`src/rtl/uart_tx_arbiter.sv`:
```
`default_nettype none
// ============================================================================
// Module   : uart_tx_arbiter
// Purpose  : Round-robin arbiter/sequencer sharing one byte-wide UART
//            transmitter among NUM_REQ requesters, with idle gap and watchdog.
// Revision : 1.0
// ============================================================================
module uart_tx_arbiter #(
    parameter int NUM_REQ        = 4,
    parameter int GAP_CYCLES     = 16,
    parameter int TIMEOUT_CYCLES = 32768
) (
    input  logic                   clk,
    input  logic                   rst,
    input  logic [NUM_REQ-1:0]     req,
    input  logic [8*NUM_REQ-1:0]   req_data,
    output logic [NUM_REQ-1:0]     req_ack,
    output logic                   send_en,
    output logic [7:0]             tx_byte,
    input  logic                   tx_done,
    output logic [2:0]             grant_id,
    output logic                   busy,
    output logic                   timeout_err
);

    localparam int c_CNT_MAX = (TIMEOUT_CYCLES > GAP_CYCLES) ? TIMEOUT_CYCLES : GAP_CYCLES;
    localparam int c_CNT_W   = $clog2(c_CNT_MAX + 1);
    localparam logic [c_CNT_W-1:0] c_TO_LAST  = c_CNT_W'(TIMEOUT_CYCLES - 1);
    localparam logic [c_CNT_W-1:0] c_GAP_LOAD = c_CNT_W'((GAP_CYCLES > 0) ? GAP_CYCLES - 1 : 0);
    localparam logic [2:0]         c_LAST_RST = 3'(NUM_REQ - 1);

    typedef enum logic [1:0] {
        S_IDLE = 2'd0,
        S_SEND = 2'd1,
        S_WAIT = 2'd2,
        S_GAP  = 2'd3
    } state_t;

    state_t               r_state;
    state_t               w_state_nxt;
    logic [c_CNT_W-1:0]   r_cnt;
    logic [c_CNT_W-1:0]   w_cnt_nxt;
    logic [2:0]           r_last;
    logic [2:0]           w_last_nxt;

    logic                 w_found;
    logic [2:0]           w_winner;
    logic [7:0]           w_win_byte;

    logic [NUM_REQ-1:0]   w_ack_nxt;
    logic                 w_send_nxt;
    logic [7:0]           w_byte_nxt;
    logic [2:0]           w_grant_nxt;
    logic                 w_busy_nxt;
    logic                 w_err_nxt;
    logic                 w_leave;

    // Search strictly above the last winner first, then wrap to 0..last.
    always_comb begin
        w_found    = 1'b0;
        w_winner   = '0;
        w_win_byte = '0;
        for (int j = 0; j < NUM_REQ; j++) begin
            if (!w_found && req[j] && (j > int'(r_last))) begin
                w_found    = 1'b1;
                w_winner   = 3'(j);
                w_win_byte = req_data[8*j +: 8];
            end
        end
        for (int j = 0; j < NUM_REQ; j++) begin
            if (!w_found && req[j] && (j <= int'(r_last))) begin
                w_found    = 1'b1;
                w_winner   = 3'(j);
                w_win_byte = req_data[8*j +: 8];
            end
        end
    end

    always_comb begin
        w_state_nxt = r_state;
        w_cnt_nxt   = r_cnt;
        w_last_nxt  = r_last;
        w_ack_nxt   = '0;
        w_send_nxt  = 1'b0;
        w_err_nxt   = 1'b0;
        w_byte_nxt  = tx_byte;
        w_grant_nxt = grant_id;
        w_leave     = 1'b0;

        case (r_state)
            S_IDLE: begin
                if (w_found) begin
                    w_state_nxt = S_SEND;
                    w_byte_nxt  = w_win_byte;
                    w_ack_nxt   = NUM_REQ'(1) << w_winner;
                    w_grant_nxt = w_winner;
                    w_last_nxt  = w_winner;
                end
            end
            S_SEND: begin
                w_state_nxt = S_WAIT;
                w_send_nxt  = 1'b1;
                w_cnt_nxt   = '0;
            end
            S_WAIT: begin
                // tx_done takes precedence over a coincident watchdog expiry.
                if (tx_done) begin
                    w_leave = 1'b1;
                end else if (r_cnt == c_TO_LAST) begin
                    w_leave   = 1'b1;
                    w_err_nxt = 1'b1;
                end else begin
                    w_cnt_nxt = r_cnt + 1'b1;
                end
                if (w_leave) begin
                    if (GAP_CYCLES == 0) begin
                        w_state_nxt = S_IDLE;
                    end else begin
                        w_state_nxt = S_GAP;
                        w_cnt_nxt   = c_GAP_LOAD;
                    end
                end
            end
            S_GAP: begin
                if (r_cnt == '0) begin
                    w_state_nxt = S_IDLE;
                end else begin
                    w_cnt_nxt = r_cnt - 1'b1;
                end
            end
            default: begin
                w_state_nxt = S_IDLE;
            end
        endcase

        w_busy_nxt = (w_state_nxt != S_IDLE);
    end

    always_ff @(posedge clk or posedge rst) begin
        if (rst) begin
            r_state     <= S_IDLE;
            r_cnt       <= '0;
            r_last      <= c_LAST_RST;
            req_ack     <= '0;
            send_en     <= 1'b0;
            tx_byte     <= '0;
            grant_id    <= '0;
            busy        <= 1'b0;
            timeout_err <= 1'b0;
        end else begin
            r_state     <= w_state_nxt;
            r_cnt       <= w_cnt_nxt;
            r_last      <= w_last_nxt;
            req_ack     <= w_ack_nxt;
            send_en     <= w_send_nxt;
            tx_byte     <= w_byte_nxt;
            grant_id    <= w_grant_nxt;
            busy        <= w_busy_nxt;
            timeout_err <= w_err_nxt;
        end
    end

endmodule
`default_nettype wire

```
`config.mk`:
```
export PLATFORM = sky130hd
export DESIGN_NAME = uart_tx_arbiter
export DESIGN_NICKNAME = d
export VERILOG_FILES = /design/src/rtl/uart_tx_arbiter.sv
export SDC_FILE = /design/constraint.sdc
export NUM_CORES = 1
export LEC_CHECK = 0
export ABC_AREA = 1
export BUFFER_PORTS_ARGS = -buffer_cell sky130_fd_sc_hd__buf_2
export CORE_UTILIZATION = 50
export DETAILED_ROUTE_END_ITERATION = 8
export GPL_TIMING_DRIVEN = 0
export HOLD_SLACK_MARGIN = 0.03
export PLACE_DENSITY = 0.73
export SYNTH_ARGS = -nofsm -noshare
export SYNTH_HDL_FRONTEND = slang
export SYNTH_SLANG_ARGS = --single-unit
```
`constraint.sdc`:
```
create_clock -name clk -period 1.9 [get_ports clk]
set_clock_uncertainty 0.1 [all_clocks]
set_input_delay 0.095 -clock clk [delete_from_list [all_inputs] [get_ports clk]]
set_output_delay 0.095 -clock clk [all_outputs]
set_load 0.05 [all_outputs]
```
Word-level counts from Yosys, hierarchy flattened
Cells that the tools add are included.
{"block": "classes", "n_addsub": 2, "mul": 0, "div": 0, "order_cmp": 6, "eq_ne": 7, "n_shift": 1, "muxes": 38, "bitwise": 0, "n_reduce_logical": 24}
{"operator": "16-bit two-way mux", "n": 4}
{"operator": "8-bit two-way mux", "n": 7}
{"operator": "16-bit case mux with 3 select lines", "n": 1}
{"operator": "16-bit by 1-bit adder with 16-bit output, second input constant", "n": 1}
{"operator": "16-bit by 15-bit == test with 1-bit output, second input constant", "n": 1}
{"operator": "16-bit zero test", "n": 1}
{"operator": "16-bit by 1-bit subtractor with 16-bit output, second input constant", "n": 1}
{"operator": "3-bit two-way mux", "n": 5}
{"operator": "1-bit two-way mux", "n": 14}
{"operator": "1-bit logical AND", "n": 12}
{"operator": "2-bit two-way mux", "n": 4}
{"operator": "4-bit two-way mux", "n": 2}
{"operator": "2-bit case mux with 4 select lines", "n": 1}
{"operator": "2-bit by 3-bit greater-than comparator with 1-bit output, first input constant", "n": 2}
{"operator": "2-bit by 3-bit less-or-equal comparator with 1-bit output, first input constant", "n": 2}
{"operator": "1-bit zero test", "n": 6}
{"operator": "3-bit != test, second input constant", "n": 2}
{"operator": "2-bit == test, second input constant", "n": 2}
{"operator": "4-bit AND reduction", "n": 1}
{"operator": "1-bit by 3-bit left shift with 4-bit output, first input constant", "n": 1}
{"operator": "1-bit by 3-bit greater-than comparator with 1-bit output, first input constant", "n": 1}
{"operator": "1-bit by 3-bit less-or-equal comparator with 1-bit output, first input constant", "n": 1}
{"operator": "3-bit nonzero test", "n": 1}
{"operator": "2-bit by 1-bit == test with 1-bit output, second input constant", "n": 1}
{"operator": "4 further kinds", "n": 4}
{"block": "word_totals", "reg_bits": 39, "latch_bits": 0, "ramBits": 0, "rom_bits": 0, "inputBits": 39, "word_cells": 87, "memories": 0}

Logic depth before layout (Yosys ltp)
{"block": "logic_depth", "ltp_word": 29, "depth_mapped": 12, "ltp_nobuf": 12}

Worst setup path after synthesis
OpenSTA, ideal clock, no wires.
{"block": "synth_timing", "kind": "register -> register", "startpoint": "register r_cnt[0]", "endpoint": "register r_cnt[13]", "setup_time_ns": 0.117, "t_arrival_ns": 1.450, "required_time_ns": 1.683, "setup_slack_ns": 0.233, "path_stages_with_launch": 13, "n_path_buf": 1, "synth_period_minus_slack_ns": 1.667, "path_cell_list": "dfrtp_1 > inv_1 > ha_1 > nand2_1 > inv_1 > nand3_1 > nor2_1 > nand3_1 > nand2_2 > inv_4 > buf_6 > nor2_1 > nor2_1"}
{"block": "synth_between", "elab_chain_len": 6, "word_cells_on_any_way": 16, "classes_between": "add/sub: 2; eq/ne: 4; mux: 8; reduce/logical: 2"}
{"item": "start: declaration", "line_no": "41", "text": "logic [c_CNT_W-1:0] r_cnt;"}
{"item": "start signal: assignment", "line_no": "152", "text": "r_cnt <= w_cnt_nxt;"}
{"item": "branches (longest 6 deep; another with 16-bit by 1-bit adder with 16-bit output)"}
Several ways; the timed one is not identified. The select of a mux whose other input is x is not followed.
A chain may end at the register's enable or synchronous reset.

Worst setup path after layout
{"block": "layout_timing", "startpoint": "register r_cnt[1]", "endpoint": "register r_cnt[3]"}
Same word-level chain as after synthesis.

==> out/metrics.yaml <==
timing:
  hold_viol: 0
  slew-limit-headroom_pct: 48.2
  slew_violations: 0
  tightestPinTransition_ns: 0.776
  worst_slack_ns: 0.0336
  min_period_over_period_pct: 98.2
  holdWs_ns: 0.0728
  max_freq_mhz: 536
  rsz0062_at_grt: "yes"
  setup-violations-final: 0
  fin_crit_ns: 1.87
logic_synthesis:
  synth_cell_types: 36
  syn_avg_cell_area_sq_um: 6.34
  synth_warnings: 0
  synth-edff-count: 0
  synth_ff_type: "dfrtp_1"
  synth_nets: 500
  synth.area.top_cells: "dfrtp_1 (30%), nand2_1 (14%), nor2_1 (14%)"
  syn-instance-count: 459
  synth-seq-cells: 37
  yosys.area.top_type_share_pct: 30.1
  synthTopCellsByCount: "nand2_1 (106), nor2_1 (105), nand3_1 (47)"
  synth_area_sq_um: 2910
  yosysTopAreaCell: "dfrtp_1"
  synth-async-reset-ratio_pct: 100
  synth_most_common_cell: "nand2_1"
  synth-seq-area-share_pct: 31.9
global_routing:
  grt_pass1_wl_mm: 13.6
  track_usage_pct: 28.6
  first_global_vias: 2821
  antenna_found_initial: 0
  overflow: 0
  grt_max_degree: 38
clock_tree:
  path_clk_slew_ns: 0.09
  clock-root-buffer: "clkbuf_8"
  clk_latency_ns: 0.30
  cts.htree.levels: 2
  cts_sinks: 37
  cts_tree: "yes"
  numCtsBuffers: 5
  clockBufferDepth: 2
route:
  drt-pass1-iter-count: 5
  drc_errors: 0
  routedWlPerCell_um: 14.6
  first_iter_violations: 322
  routed-via-count: 3263
  detail-route-antenna-nets: 0
  totalWireLength_mm: 8.91
  vias_per_cell: 5.37
floorplanning:
  start_util_pct: 52.5
  fp.dieH_um: 78.3
  rows: 27
  io_pins: 57
  die_area_sq_um: 6130
  coreArea_sq_um: 5540
  die-width_um: 78.3
run_status:
  outcome: "finished clean"
critical_path:
  critPathLaunchType: "register"
  required_ns: 2.00
  crit_path_end_kind: "register"
  crit_type: "reg2reg"
  crit_arrival_ns: 1.96
  path_max_fanout: 8
power:
  finalPower_mw: 5.08
  max-vdd-ir-drop_mv: 0.765
  p_leak_nw: 2.00
  p_per_area_nw_per_um2: 1350
place:
  post-place-ws_ns: -0.0849
  gp_congestion: 0.970
  hpwl_mm: 6.10
  portBuffers: 54
cells_and_area:
  utilization_pct: 68.0
  drive_gt1_share_pct: 28.9
  nets: 576
  num_antenna_cells: 0
  areaGrowthSynthToFinish_pct: 29.5
hold_path:
  min_path_type: "in2reg"
job:
  maxCapViolations: 0
## worst max-delay path, stage by stage (launching register included)
cell and delay, ns:
dfrtp_1 0.44, inv_2 0.11, ha_4 0.16, nand2_2 0.06, inv_2 0.06, nand3_2 0.06
nor2_2 0.16, nand3_2 0.10, nand2_4 0.13, clkinv_8 0.10, clkbuf_16 0.17, nand2_1 0.07
nand2_1 0.05
## area by class of cell
class                           count  area [sq um]
Clock buffer                        5          68.8
Sequential cell                    37           930
Buffer                             13           111
Fill cell                         490          1770
Tap cell                           72          90.1
Inverter                           53           218
Clock inverter                      3          68.8
Timing Repair Buffer               68           440
Multi-Input combinational cell    357          1840
## kinds of logic after synthesis
kind of cell	synth area share [%]
simple gates	45.0
buf+inv	10.2
compound gates	8.86
flops	31.9
xor+xnor	3.01
fa+ha+maj	0.860
other cells	0.129
## cell usage in the layout, fill, tap and decap left out, types with 3 or more instances in the layout
cell,instances
dfrtp_1,34
nor2_2,11
nor3_2,3
buf_2,61
nand4_1,11
nand2_1,100
buf_12,3
inv_2,9
buf_4,9
nand2_4,3
buf_6,3
a21oi_1,21
inv_1,41
nand3_2,7
nor3_1,4
clkbuf_8,5
nor2_1,92
xor2_1,9
nor2_4,8
nand2_2,11
o21ai_0,16
nand3_1,44
## where the power goes
part	internal [mW]	switching [mW]	leakage [nW]
Sequential	1.07	0.300	0.474
Clock	0.529	0.324	0.0687
Combinational	0.947	1.91	1.45
Total	2.55	2.53	2.00
## final timing paths
check	from	endpoint	slack, ns	cells past startpoint
worst max-delay path	r_cnt[1]	r_cnt[3]	0.03	12
worst min-delay path	req_data[25]	tx_byte[1]	0.07	5
worst max register to register	r_cnt[1]	r_cnt[3]	0.03	12
worst min register to register	r_last[0]	r_last[0]	0.38	2
max in group asynchronous	rst	r_cnt[0]	0.79	3
min in group asynchronous	rst	r_cnt[7]	0.38	3
## timing repair
action	in CTS	in global routing
gates cloned	0	3
endpoints found under the setup margin	13	34
endpoints found under the hold margin	36	0
pin swaps	1	12
gates resized for setup	4	48
setup buffers	1	9
hold buffers	2	0
## metal layers
layer / global-route usage (%) / part of all wire [%] / vias up
li1: - / - / 1612
met2: 44.6 / 46 / 132
met5: 0 / 0 / -
met1: 40.3 / 45 / 1500
met4: 10.7 / 2.1 / 0
met3: 3.37 / 7.3 / 19
## registers in the layout, indices dropped and copies added (netlist names), 2 cells and up
register / flops
grant_id: 2
r_cnt: 16
r_last: 2
r_state: 2
req_ack: 4
tx_byte: 8
## per-stage QoR
step	std cells	setup TNS [ns]	area, sq um
floorplan	459	0	2910
global placement	585	-0.132	3270
detailed placement	585	-0.715	3270
CTS	596	0	3450
global route	608	-0.607	3770
finish	608	0	3770
(Power assumes the default switching activity.)
